<file path="src/rtl/vga_plot_sequencer.sv">
// Draw sequencer: clear screen, draw X/Y axes, then hand the VGA
// selector to the function evaluator until the last curve point.
//
// Ports:
//   clk_i, reset_i       clock, async active-high reset
//   start_i              1-cycle redraw request (honoured in IDLE only)
//   func_valid_i         evaluator point valid on selector func inputs
//   func_last_i          qualifies func_valid_i: final curve point
//   func_ready_o         points accepted (FUNC state)
//   load_f_o             selector source: 1 = function, 0 = init channel
//   x_init_o/y_init_o    init-channel coordinates
//   col_init_o           init-channel colour
//   plot_o               VGA write enable, 1 cycle after issue
//   busy_o               high in every state except IDLE
//   done_o               1-cycle pulse when the redraw completes
module vga_plot_sequencer #(
   parameter int               H_RES      = 320,
   parameter int               V_RES      = 240,
   parameter int               X_W        = 9,
   parameter int               Y_W        = 8,
   parameter int               COL_W      = 6,
   parameter logic [COL_W-1:0] BG_COL     = 6'h00,
   parameter logic [COL_W-1:0] AXIS_COL   = 6'h3F,
   parameter int               X_AXIS_ROW = 120,
   parameter int               Y_AXIS_COL = 160
) (
   input  logic             clk_i,
   input  logic             reset_i,
   input  logic             start_i,
   input  logic             func_valid_i,
   input  logic             func_last_i,
   output logic             func_ready_o,
   output logic             load_f_o,
   output logic [X_W-1:0]   x_init_o,
   output logic [Y_W-1:0]   y_init_o,
   output logic [COL_W-1:0] col_init_o,
   output logic             plot_o,
   output logic             busy_o,
   output logic             done_o
);

   typedef enum logic [2:0] {
      S_IDLE,
      S_CLEAR,
      S_AXIS_H,
      S_AXIS_V,
      S_FUNC,
      S_DONE
   } state_e;

   localparam logic [X_W-1:0] X_MAX  = X_W'(H_RES - 1);
   localparam logic [Y_W-1:0] Y_MAX  = Y_W'(V_RES - 1);
   localparam logic [X_W-1:0] X_AXIS = X_W'(Y_AXIS_COL);
   localparam logic [Y_W-1:0] Y_AXIS = Y_W'(X_AXIS_ROW);

   state_e         state_q, state_d;
   logic [X_W-1:0] xc_q, xc_d;
   logic [Y_W-1:0] yc_q, yc_d;
   logic           plot_q;
   logic           issue;

   always_ff @(posedge clk_i or posedge reset_i) begin
      if (reset_i) begin
         state_q <= S_IDLE;
         xc_q    <= '0;
         yc_q    <= '0;
         plot_q  <= 1'b0;
      end else begin
         state_q <= state_d;
         xc_q    <= xc_d;
         yc_q    <= yc_d;
         plot_q  <= issue;
      end
   end

   always_comb begin
      state_d      = state_q;
      xc_d         = xc_q;
      yc_d         = yc_q;
      issue        = 1'b0;
      func_ready_o = 1'b0;
      load_f_o     = 1'b0;
      x_init_o     = '0;
      y_init_o     = '0;
      col_init_o   = '0;
      done_o       = 1'b0;
      unique case (state_q)
         S_IDLE: begin
            if (start_i) begin
               state_d = S_CLEAR;
               xc_d    = '0;
               yc_d    = '0;
            end
         end
         S_CLEAR: begin
            x_init_o   = xc_q;
            y_init_o   = yc_q;
            col_init_o = BG_COL;
            issue      = 1'b1;
            if (xc_q == X_MAX) begin
               xc_d = '0;
               if (yc_q == Y_MAX) begin
                  yc_d    = '0;
                  state_d = S_AXIS_H;
               end else begin
                  yc_d = yc_q + 1'b1;
               end
            end else begin
               xc_d = xc_q + 1'b1;
            end
         end
         S_AXIS_H: begin
            x_init_o   = xc_q;
            y_init_o   = Y_AXIS;
            col_init_o = AXIS_COL;
            issue      = 1'b1;
            if (xc_q == X_MAX) begin
               xc_d    = '0;
               yc_d    = '0;
               state_d = S_AXIS_V;
            end else begin
               xc_d = xc_q + 1'b1;
            end
         end
         S_AXIS_V: begin
            x_init_o   = X_AXIS;
            y_init_o   = yc_q;
            col_init_o = AXIS_COL;
            issue      = 1'b1;
            if (yc_q == Y_MAX) begin
               yc_d    = '0;
               state_d = S_FUNC;
            end else begin
               yc_d = yc_q + 1'b1;
            end
         end
         S_FUNC: begin
            load_f_o     = 1'b1;
            func_ready_o = 1'b1;
            issue        = func_valid_i;
            if (func_valid_i && func_last_i)
               state_d = S_DONE;
         end
         S_DONE: begin
            done_o  = 1'b1;
            state_d = S_IDLE;
         end
         default: state_d = S_IDLE;
      endcase
   end

   // plot trails issue by one cycle to line up with the selector register
   assign plot_o = plot_q;
   assign busy_o = (state_q != S_IDLE);

endmodule

</file>
<file path="config.mk">
export PLATFORM = sky130hd
export DESIGN_NAME = vga_plot_sequencer
export DESIGN_NICKNAME = d
export VERILOG_FILES = /design/src/rtl/vga_plot_sequencer.sv
export SDC_FILE = /design/constraint.sdc
export NUM_CORES = 1
export LEC_CHECK = 0
export ABC_AREA = 1
export BUFFER_PORTS_ARGS = -buffer_cell sky130_fd_sc_hd__buf_4
export CAP_MARGIN = 20
export CELL_PAD_IN_SITES_DETAIL_PLACEMENT = 2
export CELL_PAD_IN_SITES_GLOBAL_PLACEMENT = 2
export CORE_ASPECT_RATIO = 0.6
export CORE_MARGIN = 8
export CORE_UTILIZATION = 28
export CTS_CLUSTER_SIZE = 16
export DETAILED_ROUTE_END_ITERATION = 7
export GPL_TIMING_DRIVEN = 0
export PLACE_DENSITY_LB_ADDON = 0.1
export SLEW_MARGIN = 5
export SYNTH_ARGS = -nofsm -noshare
export SYNTH_HDL_FRONTEND = slang
export SYNTH_SLANG_ARGS = --single-unit
</file>
<file path="constraint.sdc">
create_clock -name clk_i -period 1.61 [get_ports clk_i]
set_input_delay 0.322 -clock clk_i [delete_from_list [all_inputs] [get_ports clk_i]]
set_output_delay 0.322 -clock clk_i [all_outputs]
set_load 0.02 [all_outputs]
</file>
==> impl_metrics.tcl, run 1 <==
set metrics [dict create \
    remaining_drc_errors 0 \
    area_growth_pct 52.74 \
    fin_crit_sh_pct 107.2 \
    track_usage_pct 15.10 \
    critPathArrivalTime_ns 1.40 \
    crit_fanout 5 \
    crit_path_end_kind "output pin" \
    clock_path_buffers 2 \
    ys_warn_count 0 \
    vias 1605 \
    viasPerCell 4.849 \
    yosysSeqAreaShare_pct 36.55 \
    status "finished with violations" \
    coreArea_sq_mm 0.005005 \
    wirelength_um 5736 \
    r2r_slack_ns 0 \
    grt_pass1_vias 1731 \
    die_w_um 108.5 \
    slowest_delay_ns 0.49 \
    yosysTopAreaCell "dfrtp_1" \
    drv_cap 0 \
    slew_violations 0 \
    hpwl_um 4119 \
    clkTransAtPathRegs_ns 0.09 \
    cts_sinks 21 \
    synth_edf_count 0 \
    grt_setup_unrepaired "yes" \
    cp-start-kind "flop" \
    worstMarginPinSlew_ns 0.8908 \
    grt_pass1_wl_um 9294 \
    hp-class "in2async" \
    setup_viol 21 \
    skew_ns 0.005007 \
    final_antenna_net_count 0 \
    finalWorstSetupSlack_ns -0.1165 \
    violations "negative setup slack" \
    fin_cells 331 \
    worstPathCellList "inv_4, nand2_8, nand3_4, nor2_2, buf_6" \
    gp_congestion 0.7866 \
    min_period_ns 1.726 \
    antenna_found_initial 0 \
    synthTopCellsByCount "56 x nand2_1, 32 x nor2_1, 28 x inv_1" \
    dpl.cell_count 315 \
    yosysMostFrequentCell "nand2_1" \
    rows 20 \
    h-tree-depth 1 \
    criticalPathCategory "reg2out" \
    power.leakage_uw 0.001010 \
    holdBufCountCts 0 \
    max_freq_mhz 579.2 \
    die-area_sq_mm 0.007759 \
    diodes 0 \
    synth_seq_cells 21 \
    die_h_um 71.51 \
    fin_tns_setup_ns -1.147 \
    layout-drive-gt1-share_pct 38.87 \
    synth_area_leaders "dfrtp_1 37%, nand2_1 15%, nor2_1 8.4%" \
    wire_per_inst_um 17.33 \
    io_pins 33 \
    worst_ep_required_time_ns 1.29 \
    ctsRootBufferMaster "clkbuf_8" \
    crit_buf_inv 2 \
    slew_headroom_pct 40.55 \
    grt_start_max_net_pins 22 \
    nets 273 \
    dr.pass1.iters 4 \
    synthCells 217 \
    cts_tree "built" \
    yosys_most_used_dff "dfrtp_1" \
    worst_ir_drop_vdd_uv 210.1 \
    ys_types 20 \
    pwr_density_cell_mw_per_mm2 421.1 \
    syn_nets 224 \
    synth_top_area_share_pct 36.55 \
    drtIter0Drc 64 \
    cts_buffers 3 \
    initial_core_util_pct 28.73 \
    grt_overflow 0 \
    port_buffers 32 \
    synthArstFlopShare_pct 100.0 \
    hold_violations 0 \
    crit_family "flip-flops" \
    netlist_area_sq_mm 0.001438 \
    avgSynthCellArea_sq_um 6.625 \
    clkLatencyLatePin_ns 0.27 \
    slowest_stage "dfrtp_2" \
]
-- worst register-to-register path, delay by kind of cell (launching register included) --
kind | cells | cell delay, ns
simple gates | 5 | 0.45
buf+inv | 4 | 0.51
flops | 1 | 0.49
compound gates | 1 | 0.09
-- final cells by class --
class | count | area (sq um)
sequential | 21 | 529.3
timing repair buffer | 43 | 394.1
clock buffer | 3 | 41.29
tap | 66 | 82.58
fill | 578 | 2809
buffer | 8 | 90.09
inverter | 35 | 146.4
multi-input combinational | 154 | 907.1
clock inverter | 1 | 5.005
-- repair_timing --
action | in CTS | in global routing
cloned | 1 | 0
buffers inserted | 8 | 3
pin swaps | 6 | 4
setup endpoints to repair | 34 | 40
resized for setup | 45 | 37
-- path summary, 6_finish.rpt --
| check | from | cells past startpoint | endpoint |
|---|---|---|---|
| setup / recovery | state_q[1]$_DFFE_PP0P_ | 5 | x_init_o[3] |
| hold / removal | reset_i | 2 | xc_q[3]$_DFFE_PP0P_ |
| setup reg to reg | state_q[1]$_DFFE_PP0P_ | 10 | yc_q[4]$_DFFE_PP0P_ |
| hold reg to reg | yc_q[6]$_DFFE_PP0P_ | 2 | yc_q[6]$_DFFE_PP0P_ |
| max in group asynchronous | reset_i | 2 | state_q[2]$_DFFE_PP0P_ |
| min in group clk_i | func_valid_i | 3 | plot_o$_DFF_PP0_ |
-- state kept, by name, indices dropped and copies added, names as in the netlist --
| signal | cells |
|---|---|
| state_q | 3 |
| yc_q | 8 |
| xc_q | 9 |
| plot_o | 1 |
-- cells in the final DEF, fill, tap and decap left out, types with 5 or more instances in the layout --
| master | instances |
|---|---|
| dfrtp_1 | 18 |
| buf_6 | 27 |
| nand3_1 | 15 |
| inv_1 | 26 |
| nand4_1 | 9 |
| nand2_1 | 50 |
| buf_4 | 24 |
| nand2_2 | 5 |
| nor2_4 | 8 |
| o21ai_0 | 11 |
| o21ai_1 | 8 |
| nor2_2 | 7 |
| nor2_1 | 17 |
-- where the power goes --
| part | total (uW) | internal, uW | leakage [uW] | switching [uW] |
|---|---|---|---|---|
| logic | 20.4 | 6.63 | 0.000719 | 13.7 |
| clock network | 377 | 174 | 0.0000255 | 204 |
| registers | 527 | 527 | 0.000266 | 0 |
| total | 925 | 707 | 0.00101 | 218 |
-- metal layers --
| layer | global-route usage, % | vias up | wire length (um) |
|---|---|---|---|
| li1 | - | 787 | - |
| met1 | 22.33 | 785 | 3069 |
| met2 | 21.29 | 29 | 2346 |
| met3 | 3.491 | 4 | 279 |
| met4 | 3.318 | 0 | 40 |
| met5 | 0 | - | 0 |
-- cells by family after synthesis --
group | synth area share, %
adder cells (fa/ha/maj) | 1.740
buffers and inverters | 13.75
flip-flops | 36.55
AND/OR/NAND/NOR | 37.77
AO/OA/AOI/OAI | 10.18
-- per-stage QoR --
| stage | util, % | total power, uW | hold slack [ns] | worst slack [ns] | instance area (sq um) |
|---|---|---|---|---|---|
| after CTS | 40.53 | 934.8 | 0.2519 | -0.08025 | 2028 |
| after global routing | 43.88 | 962.0 | 0.2791 | -0.1780 | 2196 |
| final | 43.88 | 924.6 | 0.2363 | -0.1165 | 2196 |
| after floorplan | - | 546.3 | 0.2985 | 0.1254 | 1438 |
| after detailed placement | 35.18 | 558.6 | 0.5045 | -0.2553 | 1760 |
| after global placement | 35.18 | 558.6 | 0.4998 | -0.1389 | 1760 |
No activity file was read; power rests on OpenSTA's default activity.
==> run 2, diff against run 1 <==
- CORE_UTILIZATION: 28 -> 25
- RECOVER_POWER: unset -> 50
==> run 2 against run 1 <==
Against the previous run: the flow still finishes with violations (negative setup slack); register-to-register slack improved by 0.07 ns; maximum frequency increased by 2.9%; final cell count increased by 6.3%; routed wire length decreased by 0.40%; first-iteration DRC count decreased by 22%; critical path depth unchanged; non-clock buffer count increased by 7; clock skew increased by 0.0010 ns; worst setup slack improved by 0.048 ns; critical endpoint is now x_init_o[5]; largest power group unchanged.
==> impl_metrics.tcl, run 2 (synthesis gave the netlist of run 1 again) <==
set metrics [dict create \
    area_growth_pct 53.09 \
    crit_fanout 7 \
    skew_ns 0.006056 \
    max_freq_mhz 595.9 \
    nets 280 \
    remaining_drc_errors 0 \
    gp_congestion 0.7856 \
    die_h_um 74.74 \
    r2r-end "yc_q[1]$_DFFE_PP0P_" \
    die-area_sq_mm 0.008513 \
    grt_pass1_vias 1620 \
    swShare_pct 21.92 \
    layout-drive-gt1-share_pct 39.34 \
    fin_tns_setup_ns -0.7504 \
    port_buffers 32 \
    track_usage_pct 13.11 \
    final_common_cell "nand2_1" \
    grt_setup_unrepaired "yes" \
    clock_path_buffers 2 \
    wirelength_um 5713 \
    antenna_found_initial 0 \
    regArea_sq_um 529.3 \
    r2r_slack_ns 0.07 \
    diodes 0 \
    criticalPathCategory "reg2out" \
    dr.pass1.iters 4 \
    pwr_density_cell_mw_per_mm2 413.2 \
    drtIter0Drc 50 \
    grtUsageMet3_pct 2.882 \
    grt_overflow 0 \
    seqPwrFrac_pct 57.9 \
    die_w_um 113.9 \
    critPathArrivalTime_ns 1.36 \
    worst_ep_required_time_ns 1.29 \
    worstReg2RegStart "state_q[1]$_DFFE_PP0P_" \
    clkLatencyLatePin_ns 0.27 \
    power.leakage_uw 0.001018 \
    fin_util_pct 39.51 \
    h-tree-depth 1 \
    finalWorstSetupSlack_ns -0.06820 \
    largest_register "xc_q" \
    grt_use_met2_pct 18.40 \
    rows 21 \
    clkTransAtPathRegs_ns 0.08 \
    coreArea_sq_mm 0.005570 \
    final_cell_mix "51 x nand2_1, 46 x buf_4, 26 x inv_1" \
    cts_tree "built" \
    power.total_uw 909.4 \
    largest_reg_flops 9 \
    initial_core_util_pct 25.81 \
    slew_headroom_pct 40.32 \
    violations "negative setup slack" \
    cts_buffers 3 \
    fin_crit_sh_pct 104.2 \
    top_regs "xc_q: 9 flops, yc_q: 8 flops, state_q: 3 flops" \
    hp-class "in2async" \
    crit_path_end_kind "output pin" \
    worst_ir_drop_vdd_uv 286.2 \
    pre_cts_ws_ns -0.1386 \
    cp-start-kind "flop" \
    final_antenna_net_count 0 \
    worstMarginPinSlew_ns 0.8942 \
    slew_violations 0 \
    viasPerCell 4.631 \
    drv_cap 0 \
    vias 1630 \
    grt_pass1_wl_um 8818 \
    hpwl_um 3906 \
    wire_per_inst_um 16.23 \
    status "finished with violations" \
    dpl.cell_count 329 \
    fin_cells 352 \
    multi_input_area_sq_um 878.3 \
    p_clk_share_pct 39.9 \
    grt.busiest_layer "met1" \
    grt_start_max_net_pins 22 \
    ctsRootBufferMaster "clkbuf_8" \
    p_switching_uw 199.3 \
    hold_violations 0 \
    setup_viol 23 \
    min_period_ns 1.678 \
    n_fill_cell 685 \
    grtUsageMet1_pct 19.79 \
    io_pins 33 \
    pwr-share-comb_pct 2.2 \
    cts_sinks 21 \
    intPower_uw 710.0 \
    ff2ff_path_depth 10 \
]
[run 2: worst max path at each step]
stage	slack [ns]	startpoint	cells past startpoint	to
after global placement	-0.14	yc_q[0]$_DFFE_PP0P_	9	state_q[0]$_DFFE_PP0P_
after global routing	-0.14	state_q[0]$_DFFE_PP0P_	5	x_init_o[0]
after CTS	-0.06	state_q[0]$_DFFE_PP0P_	5	x_init_o[0]
after detailed placement	-0.14	state_q[0]$_DFFE_PP0P_	6	y_init_o[2]
after floorplan	0.13	state_q[0]$_DFFE_PP0P_	5	y_init_o[0]
final	-0.07	state_q[1]$_DFFE_PP0P_	5	x_init_o[5]
[run 2: power by group through the flow]
stage | Combinational (uW) | Clock (uW) | Sequential (uW)
finish | 19.8 | 363 | 527
global route | 23.1 | 396 | 527
CTS | 21.2 | 375 | 527
detailed placement | 21.1 | 0 | 537
global placement | 21.2 | 0 | 537
floorplan | 8.87 | 0 | 537
[run 2: metrics by stage]
step                      hold slack, ns  area [sq um]
after detailed placement          0.5023          1778
after global routing              0.3113          2201
after CTS                         0.2688          1972
final                             0.2495          2201
after global placement            0.5048          1778
after floorplan                   0.2985          1438
[run 2: repair_timing]
| item | CTS | global route |
|---|---|---|
| cloned | 1 | 1 |
| endpoints found under the setup margin | 34 | 42 |
| hold buffers | 0 | 0 |
| resized for setup | 28 | 35 |
| pin swaps | 6 | 6 |
| setup buffers | 6 | 11 |
[run 2: per-layer routing]
| layer | vias to the layer above | part of all wire, % |
|---|---|---|
| met1 | 804 | 54 |
| met2 | 26 | 41 |
| met3 | 2 | 3.6 |
| met4 | 0 | 0.47 |
| met5 | - | 0 |
| li1 | 798 | - |
[run 2: critical path, stage by stage, from the launching register on]
cell and delay [ns]:
dfrtp_2 0.49, inv_4 0.08, nand2_8 0.10, nand2_4 0.11, a21oi_2 0.14, buf_4 0.16
[run 2: cell type report]
cell class | instances | share of cell area (%)
buffer | 8 | 3.240
clock buffer | 4 | 2.047
inverter | 35 | 6.993
multi-input combinational | 154 | 39.91
sequential | 21 | 24.05
tap | 80 | 4.548
timing repair buffer | 50 | 19.22
==> run 3, diff against run 2 <==
- SKIP_CTS_REPAIR_TIMING: unset -> 1
==> run 3 against run 2 <==
Against the previous run: the run still ends with negative setup slack left; clock power fell by 2%; clock skew about the same; global-route usage fell by 1.0 points; routed wire length fell by 5.1%; maximum frequency decreased by 1.1%; critical path depth unchanged; via count fell by 3.5%; sequential share of layout area increased by 1.1 points; worst setup slack worse by 0.018 ns; non-clock buffer count down 6; clock-buffer cell count unchanged.
==> impl_metrics.tcl, run 3 (synthesis gave the netlist of run 1 again) <==
set metrics [dict create \
    hold_violations 0 \
    clkLatencyLatePin_ns 0.26 \
    slew_headroom_pct 41.19 \
    layout-drive-gt1-share_pct 36.47 \
    diodes 0 \
    worst_ir_drop_vdd_uv 279.1 \
    placed_area_sq_mm 0.001778 \
    die_h_um 74.74 \
    status "finished with violations" \
    critPathArrivalTime_ns 1.37 \
    top_regs "xc_q: 9 flops, yc_q: 8 flops, state_q: 3 flops" \
    clock_path_buffers 2 \
    violations "negative setup slack" \
    fin_area_sq_mm 0.002106 \
    route.met3.wl_um 154 \
    cp-start-kind "flop" \
    viasPerCell 4.546 \
    crit_path_end_kind "output pin" \
    ff2ff_path_depth 10 \
    grt_pass1_wl_um 8162 \
    grt_start_max_net_pins 22 \
    cts_tree "built" \
    nets 274 \
    coreArea_sq_mm 0.005570 \
    criticalPathCategory "reg2out" \
    cts_sinks 21 \
    slowest_stage "dfrtp_2" \
    dr.pass1.iters 4 \
    vias 1573 \
    worstPathCellList "inv_4, nand2_8, nand2_4, a21oi_1, buf_4" \
    slew_violations 0 \
    final_antenna_net_count 0 \
    ctsRootBufferMaster "clkbuf_8" \
    port_buffers 32 \
    remaining_drc_errors 0 \
    track_usage_pct 12.07 \
    io_pins 33 \
    dpl.cell_count 329 \
    drtIter0Drc 42 \
    wirelength_um 5421 \
    largest_reg_flops 9 \
    drt-met1-wl_um 2988 \
    max_freq_mhz 589.4 \
    finalWorstSetupSlack_ns -0.08663 \
    grt_overflow 0 \
    grt_pass1_vias 1555 \
    fin_tns_setup_ns -0.5837 \
    setup_viol 16 \
    final_common_cell "nand2_1" \
    route.met2.wl_um 2250 \
    fin_cells 346 \
    cts_buffers 3 \
    slowest_delay_ns 0.49 \
    largest_register "xc_q" \
    worstMarginPinSlew_ns 0.8812 \
    hp-class "in2async" \
    worst_ep_required_time_ns 1.29 \
    crit_fanout 7 \
    skew_ns 0.005886 \
    min_period_ns 1.697 \
    die_w_um 113.9 \
    drv_cap 0 \
    pwr_density_cell_mw_per_mm2 428.0 \
    gp_congestion 0.7856 \
    grt_setup_unrepaired "yes" \
    fin_util_pct 37.80 \
    rows 21 \
    wire_per_inst_um 15.67 \
    final_cell_mix "51 x nand2_1, 42 x buf_4, 26 x inv_1" \
    area_growth_pct 46.48 \
    clkTransAtPathRegs_ns 0.08 \
    top_layer "met4" \
    power.leakage_uw 0.0009730 \
    initial_core_util_pct 25.81 \
    fin_crit_sh_pct 105.4 \
    hpwl_um 3906 \
    die-area_sq_mm 0.008513 \
    antenna_found_initial 0 \
    h-tree-depth 1 \
]
run 3: changes by cell type in the layout (fill, tap and decap cells not counted), moves of 2 or more:
cell / delta
a21oi_2: -2
nand3_2: -2
inv_4: +2
buf_4: -4
a21oi_1: +3
run 3: metrics by stage:
step | power [uW] | setup WS (ns) | hold WS (ns)
after floorplan | 546.3 | 0.1254 | 0.2985
after global placement | 558.6 | -0.1376 | 0.5048
after detailed placement | 558.5 | -0.1386 | 0.5023
after CTS | 923.5 | -0.4370 | 0.2688
after global routing | 947.2 | -0.1216 | 0.3122
final | 901.2 | -0.08663 | 0.2477
run 3: path summary, 6_finish.rpt:
path                                              from             endpoint  slack, ns
max in group asynchronous                      reset_i  yc_q[0]$_DFFE_PP0P_       0.76
worst min register to register     yc_q[7]$_DFFE_PP0P_  yc_q[7]$_DFFE_PP0P_       0.51
worst min-delay path                           reset_i  yc_q[4]$_DFFE_PP0P_       0.25
worst max register to register  state_q[1]$_DFFE_PP0P_  yc_q[3]$_DFFE_PP0P_          0
worst max-delay path            state_q[1]$_DFFE_PP0P_          x_init_o[5]      -0.09
min in group clk_i                        func_valid_i     plot_o$_DFF_PP0_       0.27
run 3: where the power goes:
part | internal (uW) | leakage [uW] | total, uW | switching (uW)
registers | 527 | 0.000266 | 527 | 0
clock network | 177 | 0.0000228 | 355 | 178
logic | 6.47 | 0.000685 | 19.6 | 13.1
total | 710 | 0.000973 | 901 | 191
run 3: worst max-delay path, delay by kind of cell, from the launching register on:
kind	cells	cell delay (ns)
AND/OR/NAND/NOR	2	0.20
flip-flops	1	0.49
AO/OA/AOI/OAI	1	0.16
buffers and inverters	2	0.26
run 3: area by class of cell:
cell class                 instances  area [sq um]
tap                               80         100.1
multi-input combinational        154         857.1
fill                             695          3465
sequential                        21         529.3
timing repair buffer              45         364.1
buffer                             7         63.81
inverter                          35         146.4
clock buffer                       4         45.04
run 3: per-layer routing:
metal | vias to the layer above | track usage [%]
li1 | 784 | -
met1 | 764 | 18.25
met2 | 23 | 16.63
met3 | 2 | 2.882
met4 | 0 | 2.196
met5 | - | 0
